`src/rtl/alu_issue_if.sv`:
```
// Command, ALU-operand and writeback signals shared between alu_issue and its environment.
interface alu_issue_if;
  logic        in_valid;
  logic        in_ready;
  logic [2:0]  in_op;
  logic [2:0]  in_rd;
  logic [2:0]  in_rs;
  logic [2:0]  in_rt;
  logic        in_useimm;
  logic [15:0] in_imm;
  logic [31:0] alu_A;
  logic [31:0] alu_B;
  logic [2:0]  alu_op;
  logic [31:0] alu_C;
  logic        wb_valid;
  logic [2:0]  wb_rd;
  logic [31:0] wb_data;

  modport slave (
    input  in_valid, in_op, in_rd, in_rs, in_rt, in_useimm, in_imm, alu_C,
    output in_ready, alu_A, alu_B, alu_op, wb_valid, wb_rd, wb_data
  );

  modport master (
    output in_valid, in_op, in_rd, in_rs, in_rt, in_useimm, in_imm, alu_C,
    input  in_ready, alu_A, alu_B, alu_op, wb_valid, wb_rd, wb_data
  );
endinterface

```
`src/rtl/alu_issue.sv`:
```
// Two-stage issue/writeback front end for an external ALU with an 8 x 32 register file
// (r0 reads as zero) and full forwarding of the in-flight result.
module alu_issue (
  input  logic        clk,
  input  logic        reset,
  input  logic        hold,
  alu_issue_if.slave  bus,
  input  logic [2:0]  dbg_addr,
  output logic [31:0] dbg_data,
  output logic [31:0] retire_cnt
);

  logic        iss_valid_q, iss_valid_d;
  logic [2:0]  iss_rd_q,    iss_rd_d;
  logic [31:0] alu_a_q,     alu_a_d;
  logic [31:0] alu_b_q,     alu_b_d;
  logic [2:0]  alu_op_q,    alu_op_d;
  logic        wb_valid_q,  wb_valid_d;
  logic [2:0]  wb_rd_q,     wb_rd_d;
  logic [31:0] wb_data_q,   wb_data_d;
  logic [31:0] retire_cnt_q, retire_cnt_d;
  logic [31:0] regs_q [8];
  logic [31:0] regs_d [8];

  logic        accept;
  logic [31:0] src_a;
  logic [31:0] src_b;

  assign bus.in_ready = !reset && !hold;
  assign accept       = bus.in_valid && bus.in_ready;

  // regs_q[0] is never written, so a plain lookup already returns 0 for r0.
  always_comb begin
    src_a = regs_q[bus.in_rs];
    if (iss_valid_q && (iss_rd_q != 3'd0) && (bus.in_rs == iss_rd_q)) begin
      src_a = bus.alu_C;
    end
    src_b = regs_q[bus.in_rt];
    if (iss_valid_q && (iss_rd_q != 3'd0) && (bus.in_rt == iss_rd_q)) begin
      src_b = bus.alu_C;
    end
  end

  always_comb begin
    iss_valid_d  = iss_valid_q;
    iss_rd_d     = iss_rd_q;
    alu_a_d      = alu_a_q;
    alu_b_d      = alu_b_q;
    alu_op_d     = alu_op_q;
    wb_valid_d   = wb_valid_q;
    wb_rd_d      = wb_rd_q;
    wb_data_d    = wb_data_q;
    retire_cnt_d = retire_cnt_q;
    regs_d       = regs_q;
    if (!hold) begin
      iss_valid_d = accept;
      if (accept) begin
        iss_rd_d = bus.in_rd;
        alu_op_d = bus.in_op;
        alu_a_d  = src_a;
        alu_b_d  = bus.in_useimm ? {16'b0, bus.in_imm} : src_b;
      end
      wb_valid_d = iss_valid_q;
      wb_rd_d    = iss_rd_q;
      if (iss_valid_q) begin
        wb_data_d    = bus.alu_C;
        retire_cnt_d = retire_cnt_q + 32'd1;
        if (iss_rd_q != 3'd0) begin
          regs_d[iss_rd_q] = bus.alu_C;
        end
      end
    end
  end

  always_ff @(posedge clk) begin
    if (reset) begin
      iss_valid_q  <= 1'b0;
      iss_rd_q     <= '0;
      alu_a_q      <= '0;
      alu_b_q      <= '0;
      alu_op_q     <= '0;
      wb_valid_q   <= 1'b0;
      wb_rd_q      <= '0;
      wb_data_q    <= '0;
      retire_cnt_q <= '0;
      for (int unsigned i = 0; i < 8; i++) begin
        regs_q[i] <= '0;
      end
    end else begin
      iss_valid_q  <= iss_valid_d;
      iss_rd_q     <= iss_rd_d;
      alu_a_q      <= alu_a_d;
      alu_b_q      <= alu_b_d;
      alu_op_q     <= alu_op_d;
      wb_valid_q   <= wb_valid_d;
      wb_rd_q      <= wb_rd_d;
      wb_data_q    <= wb_data_d;
      retire_cnt_q <= retire_cnt_d;
      regs_q       <= regs_d;
    end
  end

  assign bus.alu_A    = alu_a_q;
  assign bus.alu_B    = alu_b_q;
  assign bus.alu_op   = alu_op_q;
  assign bus.wb_valid = wb_valid_q;
  assign bus.wb_rd    = wb_rd_q;
  assign bus.wb_data  = wb_data_q;
  assign retire_cnt   = retire_cnt_q;
  assign dbg_data     = regs_q[dbg_addr];

endmodule

```
`src/flat_wrapper.sv`:
```
// flat-port wrapper written by rule: the top's interface ports become plain ports
module alu_issue_flat 
  (clk, reset, hold, dbg_addr, dbg_data, retire_cnt, bus_in_valid, bus_in_op, bus_in_rd, bus_in_rs, bus_in_rt, bus_in_useimm, bus_in_imm, bus_alu_C, bus_in_ready, bus_alu_A, bus_alu_B, bus_alu_op, bus_wb_valid, bus_wb_rd, bus_wb_data);
  alu_issue_if bus_i ();
  input  logic clk;
  input  logic reset;
  input  logic hold;
  input  logic [2:0] dbg_addr;
  output logic [31:0] dbg_data;
  output logic [31:0] retire_cnt;
  input wire logic [$bits(bus_i.in_valid)-1:0] bus_in_valid;
  input wire logic [$bits(bus_i.in_op)-1:0] bus_in_op;
  input wire logic [$bits(bus_i.in_rd)-1:0] bus_in_rd;
  input wire logic [$bits(bus_i.in_rs)-1:0] bus_in_rs;
  input wire logic [$bits(bus_i.in_rt)-1:0] bus_in_rt;
  input wire logic [$bits(bus_i.in_useimm)-1:0] bus_in_useimm;
  input wire logic [$bits(bus_i.in_imm)-1:0] bus_in_imm;
  input wire logic [$bits(bus_i.alu_C)-1:0] bus_alu_C;
  output wire logic [$bits(bus_i.in_ready)-1:0] bus_in_ready;
  output wire logic [$bits(bus_i.alu_A)-1:0] bus_alu_A;
  output wire logic [$bits(bus_i.alu_B)-1:0] bus_alu_B;
  output wire logic [$bits(bus_i.alu_op)-1:0] bus_alu_op;
  output wire logic [$bits(bus_i.wb_valid)-1:0] bus_wb_valid;
  output wire logic [$bits(bus_i.wb_rd)-1:0] bus_wb_rd;
  output wire logic [$bits(bus_i.wb_data)-1:0] bus_wb_data;
  assign bus_i.in_valid = bus_in_valid;
  assign bus_i.in_op = bus_in_op;
  assign bus_i.in_rd = bus_in_rd;
  assign bus_i.in_rs = bus_in_rs;
  assign bus_i.in_rt = bus_in_rt;
  assign bus_i.in_useimm = bus_in_useimm;
  assign bus_i.in_imm = bus_in_imm;
  assign bus_i.alu_C = bus_alu_C;
  assign bus_in_ready = bus_i.in_ready;
  assign bus_alu_A = bus_i.alu_A;
  assign bus_alu_B = bus_i.alu_B;
  assign bus_alu_op = bus_i.alu_op;
  assign bus_wb_valid = bus_i.wb_valid;
  assign bus_wb_rd = bus_i.wb_rd;
  assign bus_wb_data = bus_i.wb_data;
  alu_issue u_core (.clk(clk), .reset(reset), .hold(hold), .bus(bus_i), .dbg_addr(dbg_addr), .dbg_data(dbg_data), .retire_cnt(retire_cnt));
endmodule
```
`config.mk`:
```
export PLATFORM = sky130hd
export DESIGN_NAME = alu_issue_flat
export DESIGN_NICKNAME = d
export VERILOG_FILES = /design/src/rtl/alu_issue_if.sv /design/src/rtl/alu_issue.sv /design/src/flat_wrapper.sv
export SDC_FILE = /design/constraint.sdc
export NUM_CORES = 1
export LEC_CHECK = 0
export ABC_AREA = 0
export BUFFER_PORTS_ARGS = -buffer_cell sky130_fd_sc_hd__buf_2
export CORE_AREA = 2 2 216 218
export CTS_BUF_LIST = sky130_fd_sc_hd__clkbuf_8
export DETAILED_ROUTE_END_ITERATION = 16
export DIE_AREA = 0 0 218 220
export GPL_ROUTABILITY_DRIVEN = 1
export PLACE_DENSITY = 0.6
export SLEW_MARGIN = 20
export SYNTH_ARGS = -nofsm -noshare
export SYNTH_HDL_FRONTEND = slang
export SYNTH_SLANG_ARGS = --single-unit
```
`constraint.sdc`:
```
create_clock -name clk -period 3.1 [get_ports clk]
set_input_delay 0.31 -clock clk [delete_from_list [all_inputs] [get_ports clk]]
set_output_delay 0.31 -clock clk [all_outputs]
set_load 0.01 [all_outputs]
```
==> results of run 1 <==
cells by family (layout without fill, tap and decap cells):
group / after synthesis / count (layout) / share of synthesized area
AOI/OAI and AO/OA: 412 / 412 / 0.1189
xor gates and xnor gates: 15 / 15 / 0.006607
adders and majority gates: 1 / 1 / 0.0006291
buffers and inverters: 250 / 468 / 0.05091
DFF: 395 / 395 / 0.3977
and+or+nand+nor: 716 / 716 / 0.1549
muxes: 292 / 292 / 0.2704
synth_stat cells, drive strengths merged (5+ instances only):
| cell | number | share of area |
|---|---|---|
| a21oi | 311 | 0.078 |
| o221ai | 23 | 0.010 |
| a221oi | 32 | 0.014 |
| a31oi | 7 | 0.0022 |
| dfxtp | 395 | 0.40 |
| xnor2 | 6 | 0.0026 |
| nand2 | 555 | 0.10 |
| nor3b | 11 | 0.0047 |
| xor2 | 9 | 0.0040 |
| nand4 | 14 | 0.0058 |
| clkbuf | 154 | 0.029 |
| buf | 61 | 0.015 |
| nor2 | 30 | 0.0057 |
| inv | 35 | 0.0066 |
| nor3 | 12 | 0.0030 |
| nor2b | 33 | 0.010 |
| and3 | 14 | 0.0044 |
| o31ai | 10 | 0.0038 |
| mux2 | 41 | 0.023 |
| mux4 | 192 | 0.22 |
| mux2i | 59 | 0.030 |
| and4 | 5 | 0.0022 |
| nand3 | 9 | 0.0023 |
| o21ai | 18 | 0.0045 |
| o221a | 9 | 0.0051 |
| or4 | 10 | 0.0038 |
| or3 | 12 | 0.0038 |
power groups by stage:
| stage | sequential, mW | combinational [mW] | clock, mW |
|---|---|---|---|
| finish | 5.20 | 0.885 | 5.08 |
| global route | 5.20 | 0.944 | 5.39 |
| CTS | 5.19 | 0.884 | 5.18 |
| detailed placement | 5.30 | 0.853 | 0 |
| global placement | 5.30 | 0.840 | 0 |
| floorplan | 5.32 | 0.522 | 0 |
sequential cells by signal, summed over array words and instances, names as in the netlist:
name,count
u_core.bus.alu_A,32
u_core.bus.alu_B,32
u_core.bus.alu_op,3
u_core.bus.wb_data,32
u_core.bus.wb_rd,3
u_core.bus.wb_valid,1
u_core.iss_rd_q,3
u_core.iss_valid_q,1
u_core.regs_q,256
u_core.retire_cnt,32
routing by layer:
| layer | up-vias | track usage |
|---|---|---|
| li1 | 7794 | - |
| met1 | 8529 | 0.3607 |
| met2 | 787 | 0.4448 |
| met3 | 135 | 0.05411 |
| met4 | 0 | 0.1209 |
| met5 | - | 0 |
tightest hold or removal path, delay by kind of cell:
kind                   cells  cell delay [ns]
AOI/OAI and AO/OA          2             0.10
buffers and inverters      1             0.07
and+or+nand+nor            1             0.13
path summary, 6_finish.rpt:
| path | cells after the start | to | slack [ns] |
|---|---|---|---|
| setup / recovery | 4 | u_core.bus.alu_A[15]$_SDFFE_PP0P_ | 0.63 |
| hold / removal | 4 | u_core.bus.alu_B[13]$_SDFFE_PP0P_ | 0.04 |
| setup reg to reg | 4 | u_core.bus.alu_A[15]$_SDFFE_PP0P_ | 0.63 |
| hold reg to reg | 2 | u_core.bus.wb_data[21]$_SDFFE_PP0P_ | 0.45 |
stage by stage:
| stage | util | instances | area [sq um] | hold WS, ns |
|---|---|---|---|---|
| global placement | 0.4688 | 2750 | 21500 | 0.4382 |
| CTS | 0.5075 | 2906 | 23270 | 0.001485 |
| detailed placement | 0.4688 | 2750 | 21500 | 0.4459 |
| finish | 0.5075 | 2906 | 23280 | 0.03899 |
| global route | 0.5075 | 2906 | 23280 | 0.03817 |
| floorplan | - | 2081 | 19880 | 0.4186 |
final cells by class:
cell class,instances,area share
Timing Repair Buffer,308,0.08439
Clock inverter,33,0.008493
Tap cell,607,0.03263
Clock buffer,92,0.05440
Inverter,35,0.005698
Sequential cell,395,0.3397
Multi-Input combinational cell,1436,0.4747
==> flow_summary.ini, run 1 <==
[global_route]
grt_pass1_wl_mm = 100.9
grt_max_degree = 136
overflow = 0
grt_antenna_before_repair = 0
grt_pass1_vias = 16761
grt_use_total = 0.2758

[hold_path]
min_from = bus_in_imm[13]
hp-class = input pin to flop

[routing]
wl_met2_mm = 31.27
wl_mm = 66.48
highest_layer = met4
drc = 0
first_iter_violations = 1590
wl_met3_mm = 5.463
via_per_inst = 5.934
vias = 17245
drt_pass1_iterations = 5
wl_per_cell_microns = 22.88
wl_met1_mm = 27.46
ant_nets = 0

[pwr]
p_sw_frac = 0.2571
power.density_nw_per_um2 = 479.5
p_int_mw = 8.291
p_sw_mw = 2.869
total_power_mw = 11.16
power_frac_seq = 0.466
comb_power_share = 0.079
vdd.ir_drop.worst_mv = 0.2617
power.leakage_nw = 8.680
p_clk_frac = 0.455

[clocking]
cts_tree = built
cts_sinks = 395
cts.htree.levels = 3
cts_made_buffers = 71
cts_root_buf = clkbuf_8
cts_setup_buffers = 0
cts.clk_slew.worst_paths_ns = 0.06
clock_latency_ns = 0.64
cts_resized = 0
clock_path_buffers = 3
hold_buffers = 31

[layout]
syn2layout_area_growth_pct = 17.06
mostFrequentLayoutCell = nand2_1
layout_common_cells = 555 x nand2_1, 395 x dfxtp_1, 310 x a21oi_1
diodes = 0
regArea_sq_um = 7908
num-fill-cells = 4246
nets = 2316
multiInputGateArea_sq_um = 11050
drive_above_1_share = 0.2832

[critical_path]
worstPathRequired_ns = 3.54
crit_buf_inv = 0
cpLargestDelayFamily = simple AND/OR/NAND/NOR gates
r2r-start = u_core.iss_rd_q[0]$_SDFFE_PP0P_
crit_type = flop to flop
setup.worst_path.start = u_core.iss_rd_q[0]$_SDFFE_PP0P_
cp_slowest_cell = and3_2
cp.arrival_ns = 2.92
crit_chain = o21bai_1, o21ai_0, and3_2, a221oi_1
endpoint_kind = flop
cpPeakStageDelay_ns = 0.91
cp-start-kind = flop
cp_max_fo = 32

[synthesis]
synth_edf_count = 0
syn_area_sq_um = 19880
synth_cell_types = 44
async_reset_ff_frac = 0
seq_area_frac_synth = 0.3977
yosys_warnings = 0
syn_nets = 2150
syn_avg_cell_area_sq_um = 9.555
synthCells = 2081
synth-main-ff-cell = dfxtp_1
ys_ff_latch = 395

[place]
pre_cts_slack_ns = 0.6303
gp_congestion = 0.8256
hpwl_mm = 40.20
io_buffers = 235

[timing]
tightest_slew_ns = 1.088
fmax_mhz = 404.0
finalSetupTns_ns = 0
relSlewSlack = 0.2744
final_max_slew_viol_count = 0
fin_crit_ns = 2.475
finalSetupViolCount = 0
hold_viol = 0
skew_ns = 0.03119
fin_crit_sh = 0.7984
rsz0062_at_grt = false
fin_ws_ns = 0.6250

[floorplanning]
die_area_sq_um = 47960
die_height_microns = 220
num_rows = 79
dieWidth_microns = 218
core-area_sq_um = 45860
io_pins = 236
initial_utilization = 0.4335

[outcome]
status = finished clean

[run]
maxCapViolations = 0
Power figures use the tool's default switching activity.
==> inputs of run 2 (changes only) <==
Settings changed: PLACE_DENSITY 0.6 to 0.62.
Clock period 3.1 ns to 2.25 ns, I/O delays scaled along.
==> flow_summary.ini, run 2 (synthesized netlist as in run 1, its figures left out) <==
[layout]
mostFrequentLayoutCell = nand2_1
finalNonFillerCells = 2961
drive_above_1_share = 0.2915
nets = 2373
layout_common_cells = 555 x nand2_1, 395 x dfxtp_1, 310 x a21oi_1
syn2layout_area_growth_pct = 19.60
largest_reg_flops = 256
num-fill-cells = 4267
largest-register = u_core.regs_q

[critical_path]
reg2regPathDepth = 5
cpLargestDelayFamily = multiplexers
crit_type = flop to output pin
cp_num_cells = 3
cp_slowest_cell = mux4_2
cp-start-kind = flop
cp_max_fo = 4
crit_chain = mux4_2, mux2_2, buf_2
cp.arrival_ns = 1.94
cpPeakStageDelay_ns = 0.46
endpoint_kind = output pin
worstPathRequired_ns = 2.03
crit_buf_inv = 1

[routing]
drt_pass1_iterations = 6
wl_per_cell_microns = 22.99
drc = 0
ant_nets = 0
via_per_inst = 5.997
wl_mm = 68.07
first_iter_violations = 1675
vias = 17757

[floorplanning]
die_height_microns = 220
die_area_sq_um = 47960
initial_utilization = 0.4335
io_pins = 236
core-area_sq_um = 45860
dieWidth_microns = 218
num_rows = 79

[clocking]
cts_made_buffers = 71
clock_latency_ns = 0.66
cts_root_buf = clkbuf_8
cts_resized = 0
hold_buffers = 51
clock_path_buffers = 3
cts_setup_buffers = 0
cts.clk_slew.worst_paths_ns = 0.06
cts_tree = built
cts.htree.levels = 3
cts_sinks = 395

[timing]
fin_crit_sh = 0.9619
rsz0062_at_grt = false
finalSetupTns_ns = 0
tightest_slew_ns = 0.9648
finalSetupViolCount = 0
skew_ns = 0.03474
hold_viol = 0
fmax_mhz = 462.1
final_max_slew_viol_count = 0
fin_crit_ns = 2.164
relSlewSlack = 0.3544

[global_route]
grt_antenna_before_repair = 1
grt_pass1_vias = 17169
grt_use_total = 0.2808
grt_pass1_wl_mm = 102.2
grt_max_degree = 159
overflow = 0

[pwr]
vdd.ir_drop.worst_mv = 0.3163
power.leakage_nw = 8.947
power.density_nw_per_um2 = 642.2

[place]
dpl.cell_count = 2787
hpwl_mm = 42.16
io_buffers = 235
gp_congestion = 0.8409

[hold_path]
hp-class = input pin to flop
hold_depth = 4

[outcome]
status = finished clean

[run]
maxCapViolations = 0
run 2: cell types whose count changed in the layout (fill, tap and decap cells not counted), sizes merged, moves of 2 or more:
| cell | previous run | this run |
|---|---|---|
| buf | 277 | 314 |
| dlygate4sd3 | 31 | 51 |
| bufinv | 2 | 0 |
| clkbuf | 92 | 94 |
| clkinv | 9 | 7 |
run 2: through the flow:
step | util | power, mW | instance area, sq um | hold slack (ns) | setup WS (ns)
floorplan | - | 8.045 | 19880 | 0.3336 | 0.2974
global placement | 0.4764 | 8.504 | 21850 | 0.4217 | 0.2683
detailed placement | 0.4764 | 8.520 | 21850 | 0.4380 | 0.2381
CTS | 0.5185 | 15.40 | 23780 | 0.002222 | 0.02959
global route | 0.5185 | 15.82 | 23780 | 0.07041 | 0.03762
finish | 0.5185 | 15.27 | 23780 | 0.05794 | 0.08581
run 2: path summary, 6_finish.rpt:
path,startpoint,to,slack (ns)
setup / recovery,u_core.regs_q[79]$_SDFFE_PP0P_,dbg_data[15],0.09
hold / removal,bus_in_imm[14],u_core.bus.alu_B[14]$_SDFFE_PP0P_,0.06
setup reg to reg,u_core.retire_cnt[0]$_SDFFE_PP0P_,u_core.retire_cnt[18]$_SDFFE_PP0P_,0.26
hold reg to reg,u_core.bus.wb_data[17]$_SDFFE_PP0P_,u_core.bus.wb_data[17]$_SDFFE_PP0P_,0.45
run 2: layout make-up:
cell class / instances / area [sq um] / share of cell area
multi-input combinational: 1436 / 11050 / 0.4645
inverter: 35 / 131.4 / 0.005524
sequential: 395 / 7908 / 0.3325
antenna: 1 / 2.502 / 0.0001052
clock buffer: 94 / 1294 / 0.05440
clock inverter: 28 / 126.4 / 0.005314
tap: 607 / 759.5 / 0.03194
timing repair buffer: 365 / 2515 / 0.1058
run 2: power breakdown:
group	internal (mW)	switching [mW]	total [mW]
clock	3.71	3.10	6.82
combinational	0.501	0.795	1.30
sequential	7.09	0.0663	7.16
total	11.3	3.97	15.3
run 2: routing by layer:
layer | global-route usage | wire length [microns] | vias to the layer above
met3 | 0.07453 | 6980 | 166
li1 | - | - | 7897
met4 | 0.1206 | 2363 | 0
met1 | 0.3592 | 26840 | 8766
met5 | 0 | 0 | -
met2 | 0.4488 | 31890 | 928
run 2: worst register-to-register path, cell delays in order, from the launching register on:
cell and delay [ns]:
dfxtp_1 0.34, ha_1 0.20, and2_1 0.26, nand4_2 0.26, or4b_2 0.70, a21oi_1 0.15
==> inputs of run 3 (changes only) <==
Clock period 2.25 ns to 1.8 ns, I/O delays scaled along.
==> flow_summary.ini, run 3 (synthesized netlist as in run 1, its figures left out) <==
[floorplanning]
die_area_sq_um = 47960
dieWidth_microns = 218
die_height_microns = 220
initial_utilization = 0.4335
num_rows = 79
io_pins = 236
core-area_sq_um = 45860

[layout]
nets = 2570
largest-register = u_core.regs_q
fin_area_sq_um = 26200
drive_above_1_share = 0.4271
largest_reg_flops = 256
layout_common_cells = 555 x nand2_1, 310 x a21oi_1, 235 x buf_4
mostFrequentLayoutCell = nand2_1
syn2layout_area_growth_pct = 31.78

[global_route]
grt_use_total = 0.2918
overflow = 0
grt_antenna_before_repair = 1
grt_pass1_wl_mm = 106.8
grt_max_degree = 179
grt_pass1_vias = 18410

[timing]
finalSetupTns_ns = -6.674
hold_viol = 0
fin_ws_ns = -0.2658
final_max_slew_viol_count = 0
finalSetupViolCount = 32
relSlewSlack = 0.4207
fin_crit_sh = 1.148
rsz0062_at_grt = true
fin_crit_ns = 2.066
skew_ns = 0.03571
tightest_slew_ns = 0.8690
fmax_mhz = 484.1

[place]
gp_congestion = 0.8508
hpwl_mm = 43.50
place_area_sq_um = 22580
io_buffers = 235

[routing]
drc = 0
drt_pass1_iterations = 6
wl_mm = 70.73
first_iter_violations = 1755
via_per_inst = 5.892
vias = 18578
ant_nets = 0
wl_per_cell_microns = 22.43

[clocking]
cts_root_buf = clkbuf_8
cts_made_buffers = 70
cts.htree.levels = 3
clock_path_buffers = 3
cts_sinks = 395
cts_tree = built
clock_latency_ns = 0.64
cts.clk_slew.worst_paths_ns = 0.07

[critical_path]
crit_type = flop to output pin
cp-start-kind = flop
cp.arrival_ns = 1.89
cp_max_fo = 4
rrSetupSlack_ns = 0.09
worstPathRequired_ns = 1.62
endpoint_kind = output pin

[pwr]
total_power_mw = 19.46
p_clk_frac = 0.450
p_sw_mw = 4.962
comb_power_share = 0.091
power.leakage_nw = 10.29
vdd.ir_drop.worst_mv = 0.5662
p_sw_frac = 0.2550
p_int_mw = 14.50
power_frac_seq = 0.459
power.density_nw_per_um2 = 742.7

[hold_path]
hp-class = input pin to flop

[outcome]
status = complete, but fails checks
violations = negative setup slack

[run]
maxCapViolations = 0
## run 3: cell count changes in the layout (fill, tap and decap cells not counted), sizes merged, moves of 2 or more
cell / change
buf: +196
dlygate4sd3: +2
clkbuf: -7
clkinv: -3
bufinv: +4
## run 3: worst max-delay path, cell delays in order, from the launching register on
cell     delay, ns
dfxtp_2       0.34
mux4_2        0.47
mux2_4        0.31
buf_6         0.13
## run 3: cell type report
type                    instances  area [sq um]
inverters                      35         131.4
multi-input cells            1436         11180
clock buffers                  87          1197
diodes                          1         2.502
well taps                     607         759.5
repair buffers                563          4528
clock inverters                29         235.2
fillers                      3975         19660
flip-flops and latches        395          8170
## run 3: routing by layer
layer  track usage  vias to the layer above  part of all wire
li1              -                     8300                 -
met1        0.3692                     9102              0.39
met2        0.4772                      973              0.47
met3       0.07053                      203             0.098
met4        0.1245                        0             0.041
met5             0                        -                 0
## run 3: power by group through the flow
stage | Sequential (mW) | Clock, mW | Combinational, mW
finish | 8.93 | 8.77 | 1.76
detailed placement | 9.13 | 0 | 1.64
global route | 8.94 | 9.29 | 1.87
floorplan | 9.16 | 0 | 0.898
CTS | 8.93 | 8.87 | 1.75
global placement | 9.12 | 0 | 1.62
## run 3: final timing paths
path / start / endpoint / depth (start not counted)
setup / recovery: u_core.regs_q[0]$_SDFFE_PP0P_ / dbg_data[0] / 3
hold / removal: bus_in_imm[8] / u_core.bus.alu_B[8]$_SDFFE_PP0P_ / 4
setup reg to reg: u_core.retire_cnt[0]$_SDFFE_PP0P_ / u_core.retire_cnt[28]$_SDFFE_PP0P_ / 6
hold reg to reg: u_core.bus.wb_data[20]$_SDFFE_PP0P_ / u_core.bus.wb_data[20]$_SDFFE_PP0P_ / 2
## run 3: per-stage QoR
step,hold slack [ns],setup slack [ns],utilization,instances
after floorplan,0.2886,-0.06255,-,2081
after global placement,0.3760,0.04946,0.4923,2843
after detailed placement,0.3872,0.02411,0.4923,2843
after CTS,0.00001416,-0.2750,0.5677,3138
after global routing,0.04935,-0.3044,0.5713,3153
final,0.03391,-0.2658,0.5713,3153
## run 3: repair_timing
item,4_1_cts,5_1_grt
hold endpoints to repair,322,0
pin swaps,1,3
endpoints found under the setup margin,33,164
resized for setup,248,35
hold buffers,53,0
buffers inserted,126,14
